### src/rtl/i2c_slave_target.sv
// i2c_slave_target: oversampled I2C target with 7-bit address match, write receive and read transmit.
// Define I2C_GLITCH_FILTER_EN to require 3 agreeing samples before SCL/SDA are allowed to change.
module i2c_slave_target #(
    parameter logic [6:0] SLAVE_ADDR  = 7'h50,
    parameter int         SYNC_STAGES = 2
) (
    input  logic       clk,
    input  logic       reset_n,
    input  logic       scl_in,
    input  logic       sda_in,
    output logic       sda_oe,
    output logic [7:0] rx_data,
    output logic       rx_valid,
    input  logic [7:0] tx_data,
    output logic       tx_req,
    output logic       busy,
    output logic       ack_error
);
    typedef enum logic [2:0] {IDLE, ADDR, ADDR_ACK, WR_DATA, WR_ACK, RD_DATA, RD_ACK} state_t;
    state_t state, state_nxt;
    logic [SYNC_STAGES-1:0] scl_sync, sda_sync;
    logic scl_s, sda_s, scl_d, sda_d;
    logic scl_rise, scl_fall, start, stop, last;
    logic [2:0] cnt, cnt_nxt;
    logic [7:0] shift, shift_nxt, rx_data_nxt, byte_in;
    logic rw, rw_nxt, sda_oe_nxt, rx_valid_nxt, tx_req_nxt, busy_nxt, ack_error_nxt;

    always_ff @(posedge clk or negedge reset_n)
        if (!reset_n) begin
            scl_sync <= '1;
            sda_sync <= '1;
            scl_d    <= 1'b1;
            sda_d    <= 1'b1;
        end else begin
            scl_sync <= {scl_sync[SYNC_STAGES-2:0], scl_in};
            sda_sync <= {sda_sync[SYNC_STAGES-2:0], sda_in};
            scl_d    <= scl_s;
            sda_d    <= sda_s;
        end

`ifdef I2C_GLITCH_FILTER_EN
    logic [1:0] scl_h, sda_h;
    logic scl_q, sda_q;
    // The current sample plus two history samples must agree; otherwise hold the last value.
    assign scl_s = &{scl_h, scl_sync[SYNC_STAGES-1]} ? 1'b1 : ~|{scl_h, scl_sync[SYNC_STAGES-1]} ? 1'b0 : scl_q;
    assign sda_s = &{sda_h, sda_sync[SYNC_STAGES-1]} ? 1'b1 : ~|{sda_h, sda_sync[SYNC_STAGES-1]} ? 1'b0 : sda_q;
    always_ff @(posedge clk or negedge reset_n)
        if (!reset_n) begin
            scl_h <= '1;
            sda_h <= '1;
            scl_q <= 1'b1;
            sda_q <= 1'b1;
        end else begin
            scl_h <= {scl_h[0], scl_sync[SYNC_STAGES-1]};
            sda_h <= {sda_h[0], sda_sync[SYNC_STAGES-1]};
            scl_q <= scl_s;
            sda_q <= sda_s;
        end
`else
    assign scl_s = scl_sync[SYNC_STAGES-1];
    assign sda_s = sda_sync[SYNC_STAGES-1];
`endif

    assign scl_rise = scl_s & ~scl_d;
    assign scl_fall = ~scl_s & scl_d;
    assign start    = scl_s & scl_d & sda_d & ~sda_s;
    assign stop     = scl_s & scl_d & ~sda_d & sda_s;
    assign last     = cnt == 3'd0;
    assign byte_in  = {shift[6:0], sda_s};

    always_ff @(posedge clk or negedge reset_n)
        if (!reset_n) begin
            state     <= IDLE;
            cnt       <= 3'd7;
            shift     <= 8'd0;
            rw        <= 1'b0;
            sda_oe    <= 1'b0;
            rx_data   <= 8'd0;
            rx_valid  <= 1'b0;
            tx_req    <= 1'b0;
            busy      <= 1'b0;
            ack_error <= 1'b0;
        end else begin
            state     <= state_nxt;
            cnt       <= cnt_nxt;
            shift     <= shift_nxt;
            rw        <= rw_nxt;
            sda_oe    <= sda_oe_nxt;
            rx_data   <= rx_data_nxt;
            rx_valid  <= rx_valid_nxt;
            tx_req    <= tx_req_nxt;
            busy      <= busy_nxt;
            ack_error <= ack_error_nxt;
        end

    // In the ACK states sda_oe doubles as the phase flag: low before the ACK clock, high during it.
    always_comb begin
        state_nxt = state;
        if (start)
            state_nxt = ADDR;
        else if (stop)
            state_nxt = IDLE;
        else
            case (state)
                ADDR:     state_nxt = scl_rise && last ? (byte_in[7:1] == SLAVE_ADDR ? ADDR_ACK : IDLE) : state;
                ADDR_ACK: state_nxt = scl_fall && sda_oe ? (rw ? RD_DATA : WR_DATA) : state;
                WR_DATA:  state_nxt = scl_rise && last ? WR_ACK : state;
                WR_ACK:   state_nxt = scl_fall && sda_oe ? WR_DATA : state;
                RD_DATA:  state_nxt = scl_fall && last ? RD_ACK : state;
                RD_ACK:   state_nxt = scl_rise && sda_s ? IDLE : scl_fall ? RD_DATA : state;
                default:  state_nxt = state;
            endcase
    end

    always_comb begin
        cnt_nxt       = cnt;
        shift_nxt     = shift;
        rw_nxt        = rw;
        sda_oe_nxt    = sda_oe;
        rx_data_nxt   = rx_data;
        rx_valid_nxt  = 1'b0;
        tx_req_nxt    = 1'b0;
        busy_nxt      = busy;
        ack_error_nxt = ack_error;
        if (start) begin
            cnt_nxt       = 3'd7;
            sda_oe_nxt    = 1'b0;
            ack_error_nxt = 1'b0;
        end else if (stop) begin
            sda_oe_nxt = 1'b0;
            busy_nxt   = 1'b0;
        end else
            case (state)
                ADDR, WR_DATA: if (scl_rise) begin
                    shift_nxt = byte_in;
                    cnt_nxt   = last ? 3'd7 : cnt - 3'd1;
                    if (last && state == ADDR) begin
                        busy_nxt = byte_in[7:1] == SLAVE_ADDR;
                        rw_nxt   = byte_in[0];
                    end
                    if (last && state == WR_DATA) begin
                        rx_data_nxt  = byte_in;
                        rx_valid_nxt = 1'b1;
                    end
                end
                ADDR_ACK, WR_ACK: if (scl_fall) begin
                    sda_oe_nxt = ~sda_oe;
                    if (sda_oe && state == ADDR_ACK && rw) begin
                        shift_nxt  = tx_data;
                        tx_req_nxt = 1'b1;
                        sda_oe_nxt = ~tx_data[7];
                    end
                end
                RD_DATA: if (scl_fall) begin
                    shift_nxt  = shift << 1;
                    cnt_nxt    = last ? 3'd7 : cnt - 3'd1;
                    sda_oe_nxt = last ? 1'b0 : ~shift[6];
                end
                RD_ACK: if (scl_rise && sda_s) begin
                    ack_error_nxt = 1'b1;
                    busy_nxt      = 1'b0;
                    sda_oe_nxt    = 1'b0;
                end else if (scl_fall) begin
                    shift_nxt  = tx_data;
                    tx_req_nxt = 1'b1;
                    sda_oe_nxt = ~tx_data[7];
                end
                default: ;
            endcase
    end
endmodule
### config.mk
export PLATFORM = sky130hd
export DESIGN_NAME = i2c_slave_target
export DESIGN_NICKNAME = d
export VERILOG_FILES = /design/src/rtl/i2c_slave_target.sv
export SDC_FILE = /design/constraint.sdc
export NUM_CORES = 1
export LEC_CHECK = 0
export BUFFER_PORTS_ARGS = -buffer_cell sky130_fd_sc_hd__buf_2
export CAP_MARGIN = 20
export CORE_MARGIN = 3
export CORE_UTILIZATION = 45
export CTS_BUF_LIST = sky130_fd_sc_hd__clkbuf_16
export DETAILED_ROUTE_END_ITERATION = 7
export PLACE_DENSITY = 0.75
export SLEW_MARGIN = 40
export SYNTH_ARGS = -nofsm -noshare
export SYNTH_HDL_FRONTEND = slang
export SYNTH_SLANG_ARGS = --single-unit
export TNS_END_PERCENT = 100
### constraint.sdc
create_clock -name clk -period 1.9 [get_ports clk]
set_input_delay 0.095 -clock clk [delete_from_list [all_inputs] [get_ports clk]]
set_output_delay 0.095 -clock clk [all_outputs]
set_load 0.05 [all_outputs]
Word level (Yosys, flattened, before mapping)
Index checks and enable logic that the tools add are counted.
{ "totals": {"ff_bits": 33} }
{ "op_classes": {"add_sub_neg": 1, "eq_ne": 27, "muxes": 55, "n_bitwise": 16, "reduce_logical": 26} }
{ "op_table": {"columns": ["cell", "count"], "rows": [
  ["two-way mux 3 bit", 15],
  ["two-way mux 7 bit", 6],
  ["inequality test 4 bit, second input constant", 7],
  ["one-hot mux 7 bit (4 select lines)", 1],
  ["two-way mux 1 bit", 27],
  ["one-hot mux 3 bit (6 select lines)", 1],
  ["inequality test 3 bit, second input constant", 5],
  ["AND reduction 5 bit", 3],
  ["inequality test 2 bit, second input constant", 7],
  ["== test 3 bit, second input constant", 3],
  ["NOT 1 bit", 9],
  ["AND reduction 9 bit", 1],
  ["logical AND 1 bit", 8],
  ["AND reduction 4 bit", 2],
  ["nonzero test 8 bit", 1],
  ["AND 1 bit", 7],
  ["== test 7 bit, second input constant", 1],
  ["AND reduction 7 bit", 1],
  ["== test 3 x 2 -> 1 bit, second input constant", 2],
  ["one-hot mux 3 bit (2 select lines)", 1],
  ["nonzero test 3 bit", 2],
  ["inequality test 5 bit, second input constant", 1],
  ["nonzero test 5 bit", 1],
  ["one-hot mux 1 bit (2 select lines)", 2],
  ["other kinds (9)", 11]
]} }

Longest topological paths before layout
{ "logic_depth": {"ltp_word": 8, "ltp_mapped": 7} }

Worst setup path before layout
Ideal clock, no wire load.
{ "synth_path": {"kind": "register to register", "from": "reg sda_oe", "to": "reg state[0]", "t_arrival_ns": 1.572, "required_time_ns": 1.773, "setup_slack_ns": 0.201, "path_stages_with_launch": 6, "period_less_slack_ns": 1.699, "path_cell_list": "dfrtp_1 > and3b_1 > or4_1 > o311ai_1 > o31a_1 > o21ai_1"} }
{ "synth_via": {"elab_chain_len": 3} }
{ "synth_rtl": {"columns": ["item", "line", "rtl"], "rows": [
  ["start, declared", "11", "output logic sda_oe,"],
  ["start signal, assigned", "88", "sda_oe <= sda_oe_nxt;"],
  ["logical AND 1 bit *", "106, 108", null],
  ["inequality test 4 bit (no source line)", null, null],
  ["AND reduction 7 bit (no source line) *", null, null],
  ["end signal, assigned", "84", "state <= state_nxt;"],
  ["end, declared", "20", "state_t state, state_nxt;"]
]} }
Every way passes the cells marked *; elsewhere a longest branch is shown, timed or not.
A chain may end at the register's enable or synchronous reset.

Final worst setup path
{ "layout_path": {"from": "reg scl_sync[1]", "to": "reg state[0]"} }
{ "layout_via": {"elab_chain_len": 6} }
{ "layout_rtl": {"columns": ["item", "line", "rtl"], "rows": [
  ["start, declared", "21", "logic [SYNC_STAGES-1:0] scl_sync, sda_sync;"],
  ["start signal, assigned", "35", "scl_sync <= {scl_sync[SYNC_STAGES-2:0], scl_in};"],
  ["AND 1 bit", "64", "assign scl_rise = scl_s & ~scl_d;"],
  ["logical AND 1 bit", "110", "RD_ACK: state_nxt = scl_rise && sda_s ? IDLE : scl_fall ? RD_DATA : state;"],
  ["two-way mux 3 bit", "110", null],
  ["one-hot mux 3 bit (6 select lines)", "104", "case (state)"],
  ["two-way mux 3 bit", "101", "else if (stop)"],
  ["two-way mux 3 bit", "99", "if (start)"]
]} }
Several ways; a longest one is shown, not always the timed one.

==> results_dict.tcl <==
set metrics [dict create \
    drive_gt1_share_pct 30.0 \
    cts_root_buf "clkbuf_16" \
    drtPass1Iterations 4 \
    track_usage_pct 19.3 \
    ios 25 \
    htreeDepth 2 \
    rsz0062_at_grt "false" \
    grt_pass1_vias 1359 \
    hold_path.class "primary input to flip-flop" \
    syn_avg_cell_area_sq_um 10.4 \
    synth_top_flop_cell "dfrtp_1" \
    ys_seq_area_share_pct 47.7 \
    synth.area.top_cells "dfrtp_1, dfstp_2, mux2_1" \
    area.growth.synth_to_final_pct 24.4 \
    path_max_fanout 14 \
    detail-route-antenna-nets 0 \
    grt_max_degree 34 \
    numCtsBuffers 5 \
    synthMuxAreaShare_pct 9.76 \
    cp.arrival_ps 1960 \
    num_rows 22 \
    p_per_area_nw_per_um2 1560 \
    numPortBuffers 24 \
    synth_area_sq_um 1760 \
    crit_family "flip-flops" \
    ys_async_sr_fraction_pct 100 \
    clock_skew_ps 4.52 \
    status "completed" \
    required_ps 2050 \
    cp.depth 5 \
    crit_chain "and3b_1 -> or4_1 -> o311ai_1 -> o31a_1 -> o21ai_1" \
    rr_endpoint "state[0]" \
    critPathKind "flip-flop to flip-flop" \
    cp-end-kind "flip-flop" \
    synth-edff-count 0 \
    tns_ps 0 \
    wl_per_cell_um 14.9 \
    r2r_cells 5 \
    viasPerCell 5.44 \
    critPathMaxStageDelay_ps 640 \
    clock_latency_ps 280 \
    fmax_ghz 0.553 \
    dp_hpwl_mm 2.71 \
    cts_tree "done" \
    start_util_pct 47.2 \
    synth_area_leader_cell "dfrtp_1" \
    setup_viol 0 \
    yosysWarnings 0 \
    r2r-start "scl_sync[1]" \
    n_fill_cell 318 \
    synth.ff_latch_count 33 \
    clock_path_buffers 2 \
    synthCells 169 \
    hold_viol 0 \
    slew_headroom_pct 52.9 \
    maxCapViolations 0 \
    synth_compound_area_share_pct 17.0 \
    ys_types 52 \
    grt_pass1_wl_mm 6.56 \
    rrSetupSlack_ps 90 \
    drtIter0Drc 102 \
    startpoint_type "flip-flop" \
    gp_congestion 0.856 \
    power_leakage_nw 1.03 \
    antenna_found_initial 0 \
    ir_drop_uv 843 \
    clk_pin_slew_ps 50 \
    die_h_um 68.5 \
    gr-total-overflow 0 \
    timing.hold.ws_ps 118 \
    synthesis.nets 183 \
    slew_viol_final 0 \
    crit_slowest_cell "dfstp_2" \
    synth_top_family_by_area "simple AND/OR/NAND/NOR gates" \
    drc 0 \
    n_antenna_cell 0 \
    nets 220 \
    crit_buf_inv 0 \
    clkSinkCount 33 \
    drt_wl_total_mm 3.80 \
    synth_fa_ha_area_share_pct 1.43 \
    die_x_um 68.5 \
    die-area_sq_um 4690 \
    period_share_pct 95.1 \
    worstSetupStartpoint "scl_sync[1]" \
    design.core.area_sq_um 3720 \
    synth-xor-area-share_pct 0.998 \
    post-route-min-period_ps 1810 \
    synth_top_area_share_pct 34.2 \
    cp-endpoint "state[0]" \
    synth-simple-area-share_pct 19.3 \
    worst_pin_slew_ps 706 \
    via_count 1387 \
    postCtsSetupBuffers 0 \
]
## flip-flops by register name, indices dropped and copies added, names as in the netlist
register / count
state: 3
sda_d: 1
ack_error: 1
shift: 7
tx_req: 1
rx_data: 8
sda_oe: 1
busy: 1
scl_sync: 2
scl_d: 1
rx_valid: 1
cnt: 3
sda_sync: 2
rw: 1
## worst min path at each step
stage	startpoint	end	slack, ps	depth (start not counted)
floorplan	reset_n	ack_error	-200	0
global placement	reset_n	rw	190	1
detailed placement	reset_n	rw	190	1
CTS	tx_data[3]	shift[3]	110	3
global route	tx_data[1]	shift[1]	140	3
finish	tx_data[3]	shift[3]	120	3
## stage by stage
stage                     util [%]  power [mW]  setup slack, ps  std cells  instance area, sq um
final                         58.8        3.40             93.3        255                  2180
after global routing          58.8        3.64            0.779        255                  2180
after CTS                     58.8        3.43             93.5        255                  2180
after detailed placement      53.3        2.48              134        244                  1980
after global placement        53.3        2.45              158        244                  1980
after floorplan                  -        2.12              201        169                  1760
## repair_timing
item                                    in CTS  in global routing
endpoints found under the setup margin       0                  2
resized for setup                            0                  1
hold endpoints to repair                    26                  0
hold buffers                                 3                  0
## logic make-up after synthesis
kind of cell	Yosys count
AND/OR/NAND/NOR	60
XOR/XNOR	2
flip-flops	33
multiplexers	16
AO/OA/AOI/OAI	43
adder cells (fa/ha/maj)	2
buffers and inverters	13
## cell usage after synthesis, types with 2 or more instances
| cell type | instances |
|---|---|
| nor3_1 | 2 |
| a21o_1 | 2 |
| xnor2_1 | 2 |
| nand3_1 | 4 |
| o21ai_1 | 3 |
| inv_1 | 4 |
| o21ai_0 | 5 |
| and3_1 | 2 |
| nand2b_1 | 5 |
| nand2_1 | 13 |
| a21boi_1 | 2 |
| nor2_1 | 15 |
| dfrtp_1 | 24 |
| o211ai_2 | 2 |
| nor2b_1 | 5 |
| mux2i_1 | 7 |
| mux2_1 | 9 |
| nand4b_1 | 2 |
| ha_1 | 2 |
| dfstp_2 | 9 |
| o211ai_1 | 2 |
| a21oi_1 | 13 |
| buf_2 | 6 |
## layout by cell type, fill, tap and decap left out, types with 3 or more instances in the layout
master	count
inv_1	4
buf_2	24
dfrtp_1	24
nand2_1	13
o21ai_0	4
o21ai_1	4
clkbuf_16	5
mux2_1	9
mux2i_1	7
dfstp_2	9
nand3_1	4
nor2_1	15
buf_4	10
nand2b_1	5
a21oi_1	13
nor2b_1	5
dlygate4sd3_1	3
## power breakdown
group,switching [mW],leakage (nW),internal (mW)
sequential,0.232,0.398,0.924
combinational,0.764,0.554,0.567
clock,0.295,0.0800,0.619
## layout make-up
| cell class | count | area, sq um | area share, % |
|---|---|---|---|
| Clock inverter | 3 | 46.3 | 2.12 |
| Sequential cell | 33 | 837 | 38.3 |
| Timing Repair Buffer | 38 | 245 | 11.2 |
| Tap cell | 48 | 60.1 | 2.75 |
| Clock buffer | 5 | 125 | 5.73 |
| Inverter | 5 | 18.8 | 0.860 |
| Multi-Input combinational cell | 123 | 851 | 39.0 |
## worst min-delay path: cells and delay by family
family	cells	cell delay, ps
AO/OA/AOI/OAI	1	130
multiplexers	1	50
buffers and inverters	1	70
## routing by layer
| layer | vias up | global-route usage (%) | wire length (um) |
|---|---|---|---|
| li1 | 680 | - | - |
| met1 | 654 | 26.0 | 1740 |
| met2 | 43 | 29.0 | 1750 |
| met3 | 10 | 4.27 | 226 |
| met4 | 0 | 9.68 | 93 |
| met5 | - | 0 | 0 |
Note: power is estimated with default switching activity, not from simulation.
